<file path="src/rtl/riscv_mem_pkg.sv">
// Shared definitions for the data-memory path: RV32I funct3 encodings, MEM-stage state
// encoding and the store lane helpers.
package riscv_mem_pkg;

    localparam int unsigned XLEN = 32;

    localparam logic [2:0] F3_LB  = 3'b000;
    localparam logic [2:0] F3_LH  = 3'b001;
    localparam logic [2:0] F3_LW  = 3'b010;
    localparam logic [2:0] F3_LBU = 3'b100;
    localparam logic [2:0] F3_LHU = 3'b101;
    localparam logic [2:0] F3_SB  = 3'b000;
    localparam logic [2:0] F3_SH  = 3'b001;
    localparam logic [2:0] F3_SW  = 3'b010;

    typedef enum logic [1:0] {
        IDLE   = 2'd0,
        WAIT_R = 2'd1,
        DONE   = 2'd2
    } mem_state_e;

    // Unsupported size/sign encodings are folded into the misaligned case.
    function automatic logic access_bad(input logic [2:0] f3, input logic [1:0] a,
                                        input logic is_store);
        logic bad;
        case (f3)
            F3_LB:   bad = 1'b0;
            F3_LH:   bad = a[0];
            F3_LW:   bad = |a;
            F3_LBU:  bad = is_store;
            F3_LHU:  bad = is_store | a[0];
            default: bad = 1'b1;
        endcase
        return bad;
    endfunction

    function automatic logic [3:0] store_be(input logic [2:0] f3, input logic [1:0] a);
        logic [3:0] be;
        case (f3)
            F3_SB:   be = 4'b0001 << a;
            F3_SH:   be = a[1] ? 4'b1100 : 4'b0011;
            default: be = 4'b1111;
        endcase
        return be;
    endfunction

    function automatic logic [XLEN-1:0] store_wdata(input logic [2:0] f3,
                                                    input logic [XLEN-1:0] rs2);
        logic [XLEN-1:0] wd;
        case (f3)
            F3_SB:   wd = {4{rs2[7:0]}};
            F3_SH:   wd = {2{rs2[15:0]}};
            default: wd = rs2;
        endcase
        return wd;
    endfunction

endpackage

</file>
<file path="src/rtl/lsu_load_formatter.sv">
// Load data formatting: picks the addressed byte/half lane and sign- or zero-extends it.
module lsu_load_formatter
    import riscv_mem_pkg::*;
(
    input  logic [XLEN-1:0] rdata_i,
    input  logic [1:0]      addr_lo_i,
    input  logic [2:0]      funct3_i,
    output logic [XLEN-1:0] data_o
);

    logic [7:0]  byte_sel;
    logic [15:0] half_sel;

    always_comb begin
        case (addr_lo_i)
            2'd0:    byte_sel = rdata_i[7:0];
            2'd1:    byte_sel = rdata_i[15:8];
            2'd2:    byte_sel = rdata_i[23:16];
            default: byte_sel = rdata_i[31:24];
        endcase
        half_sel = addr_lo_i[1] ? rdata_i[31:16] : rdata_i[15:0];

        case (funct3_i)
            F3_LB:   data_o = {{24{byte_sel[7]}}, byte_sel};
            F3_LH:   data_o = {{16{half_sel[15]}}, half_sel};
            F3_LBU:  data_o = {24'd0, byte_sel};
            F3_LHU:  data_o = {16'd0, half_sel};
            default: data_o = rdata_i;
        endcase
    end

endmodule

</file>
<file path="src/rtl/mem_access_stage.sv">
// MEM pipeline stage: runs loads/stores over the req/gnt/rvalid data port, stalls upstream
// while an access is outstanding and feeds mem_wb_buffer combinationally.
module mem_access_stage
    import riscv_mem_pkg::*;
#(
    parameter int unsigned BUS_TIMEOUT = 256
) (
    input  logic            clk,
    input  logic            rst,
    input  logic            ex_valid,
    input  logic [XLEN-1:0] ex_alu_result,
    input  logic [XLEN-1:0] ex_rs2_data,
    input  logic [4:0]      ex_rd_addr,
    input  logic [XLEN-1:0] ex_pc_plus_4,
    input  logic [2:0]      ex_funct3,
    input  logic            ex_mem_read,
    input  logic            ex_mem_write,
    input  logic            ex_reg_write,
    input  logic            ex_mem_to_reg,
    output logic            dmem_req,
    output logic            dmem_we,
    output logic [XLEN-1:0] dmem_addr,
    output logic [XLEN-1:0] dmem_wdata,
    output logic [3:0]      dmem_be,
    input  logic            dmem_gnt,
    input  logic            dmem_rvalid,
    input  logic [XLEN-1:0] dmem_rdata,
    output logic [XLEN-1:0] mem_alu_result_out,
    output logic [XLEN-1:0] mem_read_data_out,
    output logic [4:0]      mem_rd_addr_out,
    output logic [XLEN-1:0] mem_pc_plus_4_out,
    output logic            mem_reg_write_out,
    output logic            mem_mem_to_reg_out,
    output logic            mem_stall,
    output logic            misalign_exc,
    output logic            bus_err
);

    localparam int unsigned CNT_W   = (BUS_TIMEOUT > 1) ? $clog2(BUS_TIMEOUT) : 1;
    localparam int unsigned TO_LAST = (BUS_TIMEOUT == 0) ? 0 : BUS_TIMEOUT - 1;

    mem_state_e      state_q, state_d;
    logic [CNT_W-1:0] cnt_q, cnt_d;
    logic [XLEN-1:0] rdata_q, rdata_d;
    logic            to_q, to_d;

    logic            memop;
    logic            is_store;
    logic            misaligned;
    logic            timeout_hit;
    logic            reg_write_en;
    logic [XLEN-1:0] load_fmt;

    lsu_load_formatter u_fmt (
        .rdata_i   (dmem_rdata),
        .addr_lo_i (ex_alu_result[1:0]),
        .funct3_i  (ex_funct3),
        .data_o    (load_fmt)
    );

    assign memop       = ex_valid & (ex_mem_read | ex_mem_write);
    assign is_store    = ex_mem_write & ~ex_mem_read;
    assign misaligned  = access_bad(ex_funct3, ex_alu_result[1:0], is_store);
    assign timeout_hit = (BUS_TIMEOUT != 0) && (cnt_q == CNT_W'(TO_LAST));

    always_ff @(posedge clk or posedge rst) begin
        if (rst) begin
            state_q <= IDLE;
            cnt_q   <= '0;
            rdata_q <= '0;
            to_q    <= 1'b0;
        end else begin
            state_q <= state_d;
            cnt_q   <= cnt_d;
            rdata_q <= rdata_d;
            to_q    <= to_d;
        end
    end

    // Next state and stage control; gnt/rvalid take priority over a same-cycle timeout.
    always_comb begin
        state_d      = state_q;
        cnt_d        = cnt_q;
        rdata_d      = rdata_q;
        to_d         = to_q;
        dmem_req     = 1'b0;
        mem_stall    = 1'b0;
        misalign_exc = 1'b0;
        reg_write_en = ex_valid & ex_reg_write;

        case (state_q)
            IDLE: begin
                to_d = 1'b0;
                if (memop) begin
                    reg_write_en = 1'b0;
                    if (misaligned) begin
                        misalign_exc = 1'b1;
                    end else begin
                        dmem_req  = 1'b1;
                        mem_stall = 1'b1;
                        if (dmem_gnt) begin
                            cnt_d   = '0;
                            state_d = is_store ? DONE : WAIT_R;
                        end else if (timeout_hit) begin
                            cnt_d   = '0;
                            to_d    = 1'b1;
                            state_d = DONE;
                        end else begin
                            cnt_d = cnt_q + CNT_W'(1);
                        end
                    end
                end
            end
            WAIT_R: begin
                mem_stall    = 1'b1;
                reg_write_en = 1'b0;
                if (dmem_rvalid) begin
                    rdata_d = load_fmt;
                    cnt_d   = '0;
                    state_d = DONE;
                end else if (timeout_hit) begin
                    cnt_d   = '0;
                    to_d    = 1'b1;
                    state_d = DONE;
                end else begin
                    cnt_d = cnt_q + CNT_W'(1);
                end
            end
            DONE: begin
                if (to_q) begin
                    reg_write_en = 1'b0;
                end
                cnt_d   = '0;
                to_d    = 1'b0;
                state_d = IDLE;
            end
            default: begin
                state_d = IDLE;
                cnt_d   = '0;
                to_d    = 1'b0;
            end
        endcase
    end

    // Request payload is driven only while req is up, otherwise the bus idles at zero.
    assign dmem_we    = dmem_req & is_store;
    assign dmem_addr  = dmem_req ? {ex_alu_result[31:2], 2'b00} : '0;
    assign dmem_wdata = dmem_req ? store_wdata(ex_funct3, ex_rs2_data) : '0;
    assign dmem_be    = dmem_req ? (is_store ? store_be(ex_funct3, ex_alu_result[1:0]) : 4'b1111)
                                 : 4'b0000;

    assign mem_alu_result_out = ex_alu_result;
    assign mem_read_data_out  = rdata_q;
    assign mem_rd_addr_out    = ex_rd_addr;
    assign mem_pc_plus_4_out  = ex_pc_plus_4;
    assign mem_mem_to_reg_out = ex_mem_to_reg;
    assign mem_reg_write_out  = reg_write_en;
    assign bus_err            = (state_q == DONE) & to_q;

endmodule

</file>
<file path="config.mk">
export PLATFORM = sky130hd
export DESIGN_NAME = mem_access_stage
export DESIGN_NICKNAME = d
export VERILOG_FILES = /design/src/rtl/riscv_mem_pkg.sv /design/src/rtl/lsu_load_formatter.sv /design/src/rtl/mem_access_stage.sv
export SDC_FILE = /design/constraint.sdc
export NUM_CORES = 1
export LEC_CHECK = 0
export ABC_AREA = 1
export BUFFER_PORTS_ARGS = -buffer_cell sky130_fd_sc_hd__buf_2
export CAP_MARGIN = 20
export CORE_AREA = 5 5 123 125
export DETAILED_ROUTE_END_ITERATION = 16
export DIE_AREA = 0 0 128 130
export GPL_TIMING_DRIVEN = 0
export SYNTH_ARGS = -nofsm -noshare
export SYNTH_HDL_FRONTEND = slang
export SYNTH_SLANG_ARGS = --single-unit
</file>
<file path="constraint.sdc">
create_clock -name clk -period 1.84 [get_ports clk]
set_clock_uncertainty 0.15 [all_clocks]
set_input_delay 0.184 -clock clk [delete_from_list [all_inputs] [get_ports clk]]
set_output_delay 0.184 -clock clk [all_outputs]
set_load 0.01 [all_outputs]
</file>
==> metrics.txt <==
status=finished with violations; failing checks=setup timing; Final nets=1079; min Tclk post-route=1950 ps; Worst slew margin=0.580; largest net degree at the start of global routing=38; Ports=321; Hold Startpoint=dmem_rdata[1]; Fin. Hold Viols=0; Core ar.=13800 um2; cell count after synthesis=624; Remaining DRCs=0; total grt overflow=0; Pwr Density=approximately 820 nW/um2; CTS tree=yes; maximum capacitance violations=0; RSZ-0062 raised after global routing=true; Async SR Flop Fraction=1.00; Die Ht=130 um; layout cells sized above 1=0.505; RR Endpoint=mem_read_data_out[28]; DRT Pass-1 Iters=5; port bufs=280; Unique masters post-synth=33; Hold Crit Depth=3; peak fanout along the critical path=8; worst hold path type=primary input to flop; crit path DAT=1620 ps; number of flops mapped to enable cells by yosys=0; Synth top area share=0.267; Final setup viols=57; initial drt markers=199; largest area contributor in the netlist=dfrtp_1; vias per cell=4.41; worst slew pin tran=629 ps; # rows=43; area grow syn2layout=54.5%; Clock transition at path regs=60 ps; dpl hpwl=14400 um; GP Congestion=~0.88; CTS buffer count=5; post-route cell area=between 6000 and 7000 um2; clk_lat worst skew=280 ps; dpl cells=1086; vias in the first global route=around 4600; fillcell total=1521; #FFs+latches synth=43; routed length per instance=15.6 um; Die X=128 um; Vias=4921; final hold slack=about 2.7 ps; antenna-violating nets left=0; final worst slack=-115 ps; Seq/Total Area, Yosys=0.267; htree depth=2; first-pass GRT wire length=around 25000 um; Worst Hold Path EP=mem_read_data_out[1]; Die ar.=16600 um2; Root Buffer=clkbuf_16; Longest Clk Path Bufs=2; r2r startpoint=state_q[0]; Worst Path Required=1510 ps; setup slack, reg-to-reg=20 ps; ys flop type=dfrtp_1; crit path from=state_q[1]; Tot GR Track Use=0.191; initial core utilization=0.293; Overall Power=just over 5 mW; antenna violations before repair=3; Finished Layout Cells=1115; type of the worst setup path=flop to primary output; synthesized area per cell=between 6 and 7 um2; Cell Area, Synth=4030 um2; FMAX=~500 MHz; IR drop worst, VDD=586 uV; R2R depth=8; Synth area leaders=dfrtp_1 27%, buf_4 14%, nand2_1 11%; LEAKAGE=3.70 nW; DP Area=approximately 5700 um2; Post-Route WL=17400 um; Tcrit/Tclk final=1.06; crit path capture type=primary output; Ys Warns=0; CP startpoint kind=flop; Final Max Tran Viols=0; Sink Count=43
==> registers in the layout, summed over array words and instances (netlist names) <==
name and cells:
to_q 1, cnt_q 8, state_q 2, mem_read_data_out 32
==> power by group <==
group	switching (mW)	internal [mW]
sequential	0.214	1.34
clock	0.377	0.633
combinational	1.38	1.19
==> area by class of cell <==
type                            instances  area [um2]  area share
Clock buffer                            5         125      0.0201
Buffer                                 96         759       0.122
Multi-Input combinational cell        399        2050       0.329
Tap cell                              180         225      0.0362
Timing Repair Buffer                  301        1610       0.259
Clock inverter                          2        37.5     0.00603
Inverter                               87         339      0.0544
Sequential cell                        43        1080       0.173
Antenna cell                            2        5.00    0.000804
==> metrics by stage <==
stage	setup TNS [ps]	utilization	setup WS, ps
detailed placement	-14200	0.413	-414
finish	-1500	0.452	-115
global placement	-22190	0.411	-468
CTS	-1500	0.442	-93.0
floorplan	0	-	179
global route	-9610	0.452	-165
==> critical path: stages, from the launching register on <==
cell and delay (ps):
dfrtp_2 450, nor2_4 140, buf_4 160, nand2_8 90, clkbuf_16 180, a21oi_2 130, buf_2 170
==> kinds of logic (layout without fill, tap and decap cells) <==
family                     after synthesis  count (layout)  synth area share
and+or+nand+nor                        288             289             0.320
buffers and inverters                  184             491             0.259
adders and majority gates                1               1           0.00310
AOI/OAI and AO/OA                      107             107             0.151
other                                    1               4          0.000930
DFF                                     43              43             0.267
==> cells in the final DEF, fill, tap and decap left out, drive strengths merged, types with 4 or more instances in the layout <==
cell,instances
nand4,4
a2bb2oi,7
a21oi,35
or2,27
buf,382
clkbuf,16
nor2,107
dfrtp,43
o211ai,15
o21ai,46
inv,86
nand3,28
nand2,119
==> Yosys cell counts, types with 5 or more instances <==
master	instances
a21oi_1	35
a2bb2oi_1	7
buf_2	10
buf_4	73
clkbuf_1	7
dfrtp_1	43
inv_1	81
inv_2	5
nand2_1	116
nand3_1	18
nand3_2	10
nor2_1	103
o211ai_1	15
o21ai_0	44
or2_2	26
==> routing by layer <==
metal / wire, um / part of all wire / track usage / vias up
li1: - / - / - / 2502
met1: 7300 / 0.42 / 0.245 / 2211
met2: 8640 / 0.50 / 0.335 / 189
met3: 1240 / 0.071 / 0.0409 / 17
met4: 193 / 0.011 / 0.0362 / 2
met5: 13 / 0.00075 / 0 / -
==> how the worst max path moves through the flow <==
stage               depth (start not counted)              to  slack [ps]
floorplan                                   6  dmem_wdata[10]         180
global route                                6  dmem_wdata[25]        -160
global placement                            6      dmem_be[0]        -470
detailed placement                          6      dmem_be[0]        -410
CTS                                         6  dmem_wdata[28]         -90
finish                                      6  dmem_wdata[21]        -110
==> repair_timing <==
item,in CTS,in global routing
cloned,1,1
buffers inserted,8,8
hold endpoints to repair,45,0
hold buffers,3,0
resized for setup,53,15
pin swaps,6,2
setup endpoints to repair,99,101
(Power assumes the default switching activity.)
